**src/rtl/mod_counter_if.sv**
```systemverilog
// Bundles the mod_counter control inputs and count outputs into one port.
// The master side drives the controls; the counter is the slave.
interface mod_counter_if #(
  parameter int N = 8
);
  logic         en;
  logic         up;
  logic [N-1:0] lim;
  logic         load;
  logic [N-1:0] ld_val;
  logic         sat;
  logic [N-1:0] q;
  logic         tc;
  logic         wrap;

  modport master (
    output en, up, lim, load, ld_val, sat,
    input  q, tc, wrap
  );

  modport slave (
    input  en, up, lim, load, ld_val, sat,
    output q, tc, wrap
  );
endinterface

```
**src/rtl/mod_counter.sv**
```systemverilog
// Up/down modulo counter over 0..lim with load, terminal count and wrap pulse.
// Define MOD_COUNTER_SAT_EN to let the sat input choose saturation instead of wrapping.
module mod_counter #(
  parameter int N    = 8,
  parameter int INIT = 0
) (
  input  logic         clk,
  input  logic         rst_n,
  mod_counter_if.slave bus
);

  localparam logic [N-1:0] INIT_VAL = N'(INIT);

  logic [N-1:0] q_q;
  logic [N-1:0] q_d;
  logic         wrap_q;
  logic         wrap_d;
  logic         sat_mode;

`ifdef MOD_COUNTER_SAT_EN
  assign sat_mode = bus.sat;
`else
  logic unused_sat;
  assign unused_sat = bus.sat;
  assign sat_mode   = 1'b0;
`endif

  // Next state: load beats count; q above a lowered lim recovers in one step either way.
  always_comb begin
    q_d    = q_q;
    wrap_d = 1'b0;
    if (bus.load) begin
      q_d = (bus.ld_val <= bus.lim) ? bus.ld_val : bus.lim;
    end else if (bus.en) begin
      if (bus.up) begin
        if (q_q < bus.lim) begin
          q_d = q_q + 1'b1;
        end else begin
          wrap_d = 1'b1;
          q_d    = sat_mode ? bus.lim : '0;
        end
      end else begin
        if (q_q == '0) begin
          wrap_d = 1'b1;
          q_d    = sat_mode ? '0 : bus.lim;
        end else if (q_q > bus.lim) begin
          q_d = bus.lim;
        end else begin
          q_d = q_q - 1'b1;
        end
      end
    end
  end

  always_ff @(posedge clk) begin
    if (!rst_n) begin
      q_q    <= INIT_VAL;
      wrap_q <= 1'b0;
    end else begin
      q_q    <= q_d;
      wrap_q <= wrap_d;
    end
  end

  // tc is deliberately unqualified by en so stages cascade as en & tc.
  assign bus.tc   = bus.up ? (q_q >= bus.lim) : (q_q == '0);
  assign bus.q    = q_q;
  assign bus.wrap = wrap_q;

endmodule
```
**src/flat_wrapper.sv**
```systemverilog
// flat-port wrapper written by rule: the top's interface ports become plain ports
module mod_counter_flat 
#(
  parameter int N    = 8,
  parameter int INIT = 0
)
  (clk, rst_n, bus_en, bus_up, bus_lim, bus_load, bus_ld_val, bus_sat, bus_q, bus_tc, bus_wrap);
  mod_counter_if #(.N(N)) bus_i ();
  input  logic clk;
  input  logic rst_n;
  input wire logic [$bits(bus_i.en)-1:0] bus_en;
  input wire logic [$bits(bus_i.up)-1:0] bus_up;
  input wire logic [$bits(bus_i.lim)-1:0] bus_lim;
  input wire logic [$bits(bus_i.load)-1:0] bus_load;
  input wire logic [$bits(bus_i.ld_val)-1:0] bus_ld_val;
  input wire logic [$bits(bus_i.sat)-1:0] bus_sat;
  output wire logic [$bits(bus_i.q)-1:0] bus_q;
  output wire logic [$bits(bus_i.tc)-1:0] bus_tc;
  output wire logic [$bits(bus_i.wrap)-1:0] bus_wrap;
  assign bus_i.en = bus_en;
  assign bus_i.up = bus_up;
  assign bus_i.lim = bus_lim;
  assign bus_i.load = bus_load;
  assign bus_i.ld_val = bus_ld_val;
  assign bus_i.sat = bus_sat;
  assign bus_q = bus_i.q;
  assign bus_tc = bus_i.tc;
  assign bus_wrap = bus_i.wrap;
  mod_counter #(.N(N), .INIT(INIT)) u_core (.clk(clk), .rst_n(rst_n), .bus(bus_i));
endmodule
```
**config.mk**
```make
export PLATFORM = sky130hd
export DESIGN_NAME = mod_counter_flat
export DESIGN_NICKNAME = d
export VERILOG_FILES = /design/src/rtl/mod_counter_if.sv /design/src/rtl/mod_counter.sv /design/src/flat_wrapper.sv
export SDC_FILE = /design/constraint.sdc
export NUM_CORES = 1
export LEC_CHECK = 0
export ABC_AREA = 1
export BUFFER_PORTS_ARGS = -buffer_cell sky130_fd_sc_hd__clkbuf_2
export CAP_MARGIN = 20
export CORE_ASPECT_RATIO = 1.5
export CORE_MARGIN = 3
export CORE_UTILIZATION = 40
export DETAILED_ROUTE_END_ITERATION = 6
export GPL_ROUTABILITY_DRIVEN = 0
export PLACE_DENSITY = 0.72
export SYNTH_ARGS = -nofsm -noshare
export SYNTH_HDL_FRONTEND = slang
export SYNTH_SLANG_ARGS = --single-unit
```
**constraint.sdc**
```tcl
create_clock -name clk -period 1.8 [get_ports clk]
set_input_delay 0.09 -clock clk [delete_from_list [all_inputs] [get_ports clk]]
set_output_delay 0.09 -clock clk [all_outputs]
set_load 0.005 [all_outputs]
```
## After elaboration in Yosys (flattened, before gate mapping)

Index checks and enable logic that the tools add are counted.

- Bits in registers: 9
- Word-level logic and storage cells: 24
- Input bits: 22

- $add $sub $neg: 2
- Reductions and logical operators: 3
- Bitwise logic cells: 2
- Multiplexer cells: 11
- Magnitude comparators: 4

Operator list:

| cell | count |
|---|---|
| 2-to-1 mux 8 bit | 7 |
| adder 8 x 1 -> 8 bit, second input constant | 1 |
| >= comparator 8 bit | 1 |
| > comparator 8 bit | 1 |
| <= comparator 8 bit | 1 |
| logical NOT 8 bit | 1 |
| < comparator 8 bit | 1 |
| subtractor 8 x 1 -> 8 bit, second input constant | 1 |
| 2-to-1 mux 1 bit | 4 |
| OR reduction 3 bit | 1 |
| inverter 1 bit | 2 |
| nonzero test 2 bit | 1 |

## Longest topological paths before layout

Gate-level depths: netlist of run 1.

- Depth in word-level cells: 6
- Mapped depth: 16

## Least setup slack after synthesis of run 1

Ideal clock, no wire load.

- Path type: reg2reg
- Start: reg u_core.q_q[3], in the netlist u_core.bus.q[3]
- End: reg u_core.q_q[0], in the netlist u_core.bus.q[0]
- Slack: 0.137 ns
- Buffers on the path: 0
- Arrival time: 1.597 ns
- Cell stages (with the launch flop): 13
- Required time: 1.734 ns
- Cell sequence: dfxtp_1 ha_1 nand2_1 inv_1 nand2_1 nand2_1 nand2_1 nand2_2 nor2_4 nor2_1 o21ai_1 nand2_1 a21oi_2

- Cells in the longest elaborated chain, start to end: 6

Ends and longest elaborated chain:

| item | line | RTL |
|---|---|---|
| start, declared | mod_counter.sv:14 | `logic [N-1:0] q_q;` |
| start signal, assigned | mod_counter.sv:60 | `q_q <= q_d;` |
| > comparator 8 bit | mod_counter.sv:46 | `end else if (q_q > bus.lim) begin` |
| 2-to-1 mux 8 bit | mod_counter.sv:46 |  |
| 2-to-1 mux 8 bit | mod_counter.sv:43 | `if (q_q == '0) begin` |
| 2-to-1 mux 8 bit (*) | mod_counter.sv:35 | `if (bus.up) begin` |
| 2-to-1 mux 8 bit (*) | mod_counter.sv:34 | `end else if (bus.en) begin` |
| 2-to-1 mux 8 bit (*) | mod_counter.sv:32 | `if (bus.load) begin` |

Mark *: on every way between the ends. The rest lies on a longest branch, timed or not. The select of a mux whose other input is x is not followed.
A chain may end at the register's enable or synchronous reset.

## Worst setup path after layout of run 1

- Start: reg u_core.q_q[7], in the netlist u_core.bus.q[7]
- End: out bus_tc

- Cells in the longest elaborated chain, start to end: 2

Ends and longest elaborated chain:

| item | line | RTL |
|---|---|---|
| >= comparator 8 bit / logical NOT 8 bit (equally long branches) | mod_counter.sv:66 | `assign bus.tc = bus.up ? (q_q >= bus.lim) : (q_q == '0);` |
| 2-to-1 mux 1 bit (*) | mod_counter.sv:66 |  |
| end, declared | flat_wrapper.sv:18 | `output wire logic [$bits(bus_i.tc)-1:0] bus_tc;` |

Mark *: on every way between the ends. The rest lies on a longest branch, timed or not.

==> results of run 1 <==
power groups by stage:
stage / registers [mW] / clock network (mW) / logic [mW]
finish: 0.242 / 0.246 / 0.713
floorplan: 0.256 / 0 / 0.446
detailed placement: 0.237 / 0 / 0.636
global route: 0.242 / 0.261 / 0.798
CTS: 0.233 / 0.247 / 0.648
global placement: 0.235 / 0 / 0.627
logic make-up (layout without fill, tap and decap cells):
family / count (synthesis) / in the layout / synth area share [%]
adder cells (fa/ha/maj): 19 / 19 / 16.1
flip-flops: 9 / 9 / 12.2
AND/OR/NAND/NOR: 131 / 131 / 42.5
XOR/XNOR: 7 / 7 / 4.16
buffers and inverters: 34 / 79 / 11.3
AO/OA/AOI/OAI: 37 / 37 / 13.7
state kept, by name, summed over array words and instances, names as in the netlist:
name             count
u_core.bus.q         8
u_core.bus.wrap      1
tightest hold or removal path, stage by stage:
cell and delay (ps):
clkbuf_2 110, nand4_1 100, inv_1 40
how the worst max path moves through the flow:
stage | startpoint | slack (ps) | to
floorplan | u_core.bus.q[3] | 140 | u_core.bus.q[0]
global placement | u_core.bus.q[7] | 120 | u_core.bus.q[6]
detailed placement | u_core.bus.q[7] | 70 | u_core.bus.q[1]
CTS | u_core.bus.q[7] | 8 | bus_tc
global route | u_core.bus.q[7] | -60 | bus_tc
finish | u_core.bus.q[7] | 10 | bus_tc
metal layers:
metal  vias to the layer above  global-route usage, %  wire, microns
met5                         -                      0              0
met4                         0                   8.27            123
met3                        13                   2.09            151
met2                        52                   36.7           2200
met1                       772                   17.4           1570
li1                        867                      -              -
area by class of cell:
type / count / share of cell area [%]
clock buffer: 4 / 2.39
inverter: 30 / 5.97
multi-input combinational: 194 / 64.9
sequential: 9 / 9.82
tap: 42 / 2.79
timing repair buffer: 45 / 14.1
cell usage in the layout (no fill, tap or decap), types with 2 or more instances in the layout:
cell type  count
nand4_4        2
nand2_4        3
nor2_4         3
inv_1         24
clkbuf_2      29
clkinv_1       2
nand2_2        3
nand3_1       31
inv_2          4
dfxtp_2        4
o21ai_1        3
nor2_1        27
clkbuf_8       3
a21oi_2        7
ha_1          13
buf_4         14
xor2_1         6
ha_4           5
o21ai_0        9
dfxtp_1        5
a21oi_1       16
nor2_2         5
nand2_1       54
repair_timing:
| action | CTS | global route |
|---|---|---|
| buffers inserted | 1 | 3 |
| resized for setup | 3 | 19 |
| gates cloned | 0 | 0 |
| pin swaps | 2 | 12 |
| hold buffers | 0 | 0 |
| setup endpoints to repair | 1 | 9 |
==> impl_metrics.toml, run 1 <==
[synthesis]
syn_inst = 237
synth_cell_types = 27
ys_warn_count = 0
synth_edf_count = 0
synth.top_cell.area_share_pct = 16.1
synth_ff_type = "dfxtp_1"
async_flop_share_pct = 0
synth_area_leaders = "ha_1 (16%), nand2_1 (14%), dfxtp_1 (12%)"
synth_area_sq_mm = 0.00147
synth_common_cells = "nand2_1 (56), nand3_1 (31), nor2_1 (28)"
yosysTopAreaCell = "ha_1"
ys_ff_latch = 9
synthMostInstantiatedCell = "nand2_1"
ys_seq_area_share_pct = 12.2
synth_nets = 278
synth_area_per_cell_sq_um = 6.22

[clock_tree]
clkLatencyLatePin_ps = 240
cts_sinks = 9
clk_pin_slew_ps = 50
htreeDepth = 1
cts_buffer_depth = 2
cts-root-buf = "clkbuf_8"
cts_tree = "built"
cts_made_buffers = 3

[critical_path]
slowest_delay_ps = 370
cp-end-kind = "output pin"
cp.required_ps = 1710
cp-start-kind = "register"
rrSetupSlack_ps = 40
critical_path.top_delay_family = "flip-flops"
crit_type = "register to output pin"
crit_chain = "ha_4 > a21o_1 > nor2_2 > nand2_2 > nor2_4 > buf_6 > a21oi_2 > buf_2"
cp.arrival_ps = 1700
crit_fanout = 4
r2r-end = "u_core.bus.q[2]"
reg2reg_depth = 12
rr_startpoint = "u_core.bus.q[5]"
path_depth = 8
slowest_stage = "dfxtp_1"
cp_num_buf_inv = 2

[pwr]
comb_power_share_pct = 59.4
p_leak_nw = 0.971
vdd_drop_max_mv = 0.476
p_per_area_mw_per_mm2 = 637
p_total_mw = 1.20
p_int_mw = 0.677
power_frac_seq_pct = 20.1
clkPwrFrac_pct = 20.5
switching_power_mw = 0.524
switching_share_pct = 43.6

[placed_design]
portBuffers = 30
dp_hpwl_microns = 3240
dp_cells = 316
dpl_worst_slack_ps = 72.0
dpl_cell_area_sq_mm = 0.00171

[routing]
ant_nets = 0
wl_microns = 4050
post_drt_wl_per_cell_microns = 12.5
drc = 0
via_count = 1704
vias_per_cell = 5.26
drt_pass1_iterations = 4
initialDrtViolationCount = 41

[timing]
finalCritPeriodShare_pct = 99.4
whs_ps = 133
rsz0062_at_grt = "true"
hold_viol_final = 0
worst_slew_pin_slew_ps = 348
fmax_mhz = 559
setup_ws_ps = 10.2
relSlewSlack_pct = 76.7
final_max_slew_viol_count = 0
period_needed_ps = 1790
clock_skew_ps = 5.00
tns_ps = 0
setup_viol = 0

[floorplanning]
core.rowCount = 26
die_h_microns = 80.3
ios = 32
coreArea_sq_mm = 0.00348
die-area_sq_mm = 0.00446
start_util_pct = 42.3
die_w_microns = 55.6

[cells_and_area]
ff_latch_area_sq_um = 185
fin_nets = 324
area_growth_syn_to_layout_pct = 27.9
antenna_cells = 0
fin_cells = 324
multi_input_area_sq_mm = 0.00122
drive_above_1_share_pct = 30.5
design_area_sq_mm = 0.00189
postLayoutCoreUtil_pct = 54.2
nFillCells = 331

[hold_path]
hold_path_depth = 3
min_to = "u_core.bus.wrap"
hold_path.class = "input pin to register"
holdCritStartpoint = "bus_en"

[grt]
grt_pass1_vias = 1560
grt_pass1_wl_microns = 6500
grt_max_degree = 17
track_usage_pct = 18.0
grt_antenna_before_repair = 0
overflow = 0

[run_status]
status = "finished clean"

[run]
max-cap-violations = 0
(Power assumes the default switching activity.)
==> run 2: changes to the inputs <==
--- a/constraint.sdc
+++ b/constraint.sdc
@@ -3,2 +3,2 @@
 set_output_delay 0.09 -clock clk [all_outputs]
-set_load 0.005 [all_outputs]
+set_load 0.1 [all_outputs]
==> impl_metrics.toml, run 2 (same netlist as run 1, synthesis figures left out) <==
[pwr]
p_total_mw = 1.47
p_per_area_mw_per_mm2 = 707
power_frac_seq_pct = 17.0
p_int_mw = 0.724
vdd_drop_max_mv = 0.439
p_leak_nw = 1.01
switching_power_mw = 0.745
switching_share_pct = 50.7
clkPwrFrac_pct = 16.9
comb_power_share_pct = 66.1

[floorplanning]
coreArea_sq_mm = 0.00348
ios = 32
core.rowCount = 26
die-area_sq_mm = 0.00446
die_h_microns = 80.3
die_w_microns = 55.6
start_util_pct = 42.3

[placed_design]
dp_hpwl_microns = 3270
dp_cells = 315
portBuffers = 30

[grt]
grt_antenna_before_repair = 0
grt_pass1_wl_microns = 6800
grt_pass1_vias = 1641
grt_max_degree = 17
track_usage_pct = 18.7
overflow = 0

[clock_tree]
cts_buffer_depth = 2
clk_pin_slew_ps = 50
cts_sinks = 9
cts-root-buf = "clkbuf_8"
clkLatencyLatePin_ps = 240
cts_made_buffers = 3
cts_tree = "built"
htreeDepth = 1

[timing]
fmax_mhz = 548
setup_viol = 1
clock_skew_ps = 3.92
worst_slew_pin_slew_ps = 546
relSlewSlack_pct = 63.8
tns_ps = -23.6
finalCritPeriodShare_pct = 101
rsz0062_at_grt = "true"
hold_viol_final = 0
period_needed_ps = 1820
setup_ws_ps = -23.6
final_max_slew_viol_count = 0

[cells_and_area]
area_growth_syn_to_layout_pct = 40.9
final_common_cell = "nand2_1"
fin_nets = 327
fin_cells = 327
antenna_cells = 0
layout_common_cells = "nand2_1 (46), clkbuf_2 (29), nand3_1 (28)"
largest_reg_flops = 8
postLayoutCoreUtil_pct = 59.7
drive_above_1_share_pct = 37.9

[routing]
via_count = 1699
drt_pass1_iterations = 4
vias_per_cell = 5.20
drc = 0
ant_nets = 0
initialDrtViolationCount = 44
wl_microns = 4320
post_drt_wl_per_cell_microns = 13.2

[run_status]
violations = "setup timing"
status = "finished with violations"

[critical_path]
cp-start-kind = "register"
cp.arrival_ps = 1730
cp-end-kind = "output pin"
crit_fanout = 6
cp.required_ps = 1710
crit_type = "register to output pin"

[hold_path]
hold_path.class = "input pin to register"

[run]
max-cap-violations = 0
-- run 2: cell count changes in the layout (fill, tap and decap cells not counted), sizes merged --
cell / before / now
buf: 16 / 18
nand2: 60 / 61
-- run 2: path summary, 6_finish.rpt --
kind,slack [ps],cells past startpoint,end,start
min reg2reg,650,2,u_core.bus.q[0],u_core.bus.q[0]
max,-20,12,bus_tc,u_core.bus.q[0]
max reg2reg,30,11,u_core.bus.q[4],u_core.bus.q[3]
min,120,3,u_core.bus.wrap,bus_en
-- run 2: power groups by stage --
| stage | logic, mW | registers, mW | clock network, mW |
|---|---|---|---|
| finish | 0.970 | 0.250 | 0.248 |
| global route | 1.07 | 0.252 | 0.257 |
| CTS | 0.872 | 0.247 | 0.247 |
| detailed placement | 0.835 | 0.251 | 0 |
| global placement | 0.828 | 0.251 | 0 |
| floorplan | 0.489 | 0.418 | 0 |
-- run 2: final cells by class --
type	count	area, sq um
clock buffer	4	45.0
fill	310	1400
inverter	30	118
multi-input combinational	195	1340
sequential	9	210
tap	42	52.6
timing repair buffer	47	308
-- run 2: timing repair --
item	in CTS	in global routing
cloned	0	1
setup buffers	4	4
endpoints found under the setup margin	1	9
pin swaps	8	14
gates resized for setup	7	27
hold buffers	0	0
-- run 2: per-layer routing --
metal	routed length [microns]	global-route usage, %	up-vias
li1	-	-	877
met1	1730	19.4	780
met2	2370	38.3	33
met3	106	1.29	9
met4	111	6.81	0
met5	0	0	-
-- run 2: per-stage QoR --
step	hold slack (ps)	setup slack, ps	area [sq um]
global placement	351	110	1820
global route	136	-64.7	2080
floorplan	218	-79.0	1580
CTS	126	3.34	1930
finish	122	-23.6	2080
detailed placement	372	107	1820
-- run 2: critical path, cell delays in order, from the launching register on --
cell     delay (ps)
dfxtp_4         380
inv_6            50
ha_4            140
inv_1            40
nand2_1          40
nand2_1          80
nand2_2          50
nand2_2          60
nand2_2          80
nand2_4         120
nor2_4           70
a21oi_4         180
buf_12          190
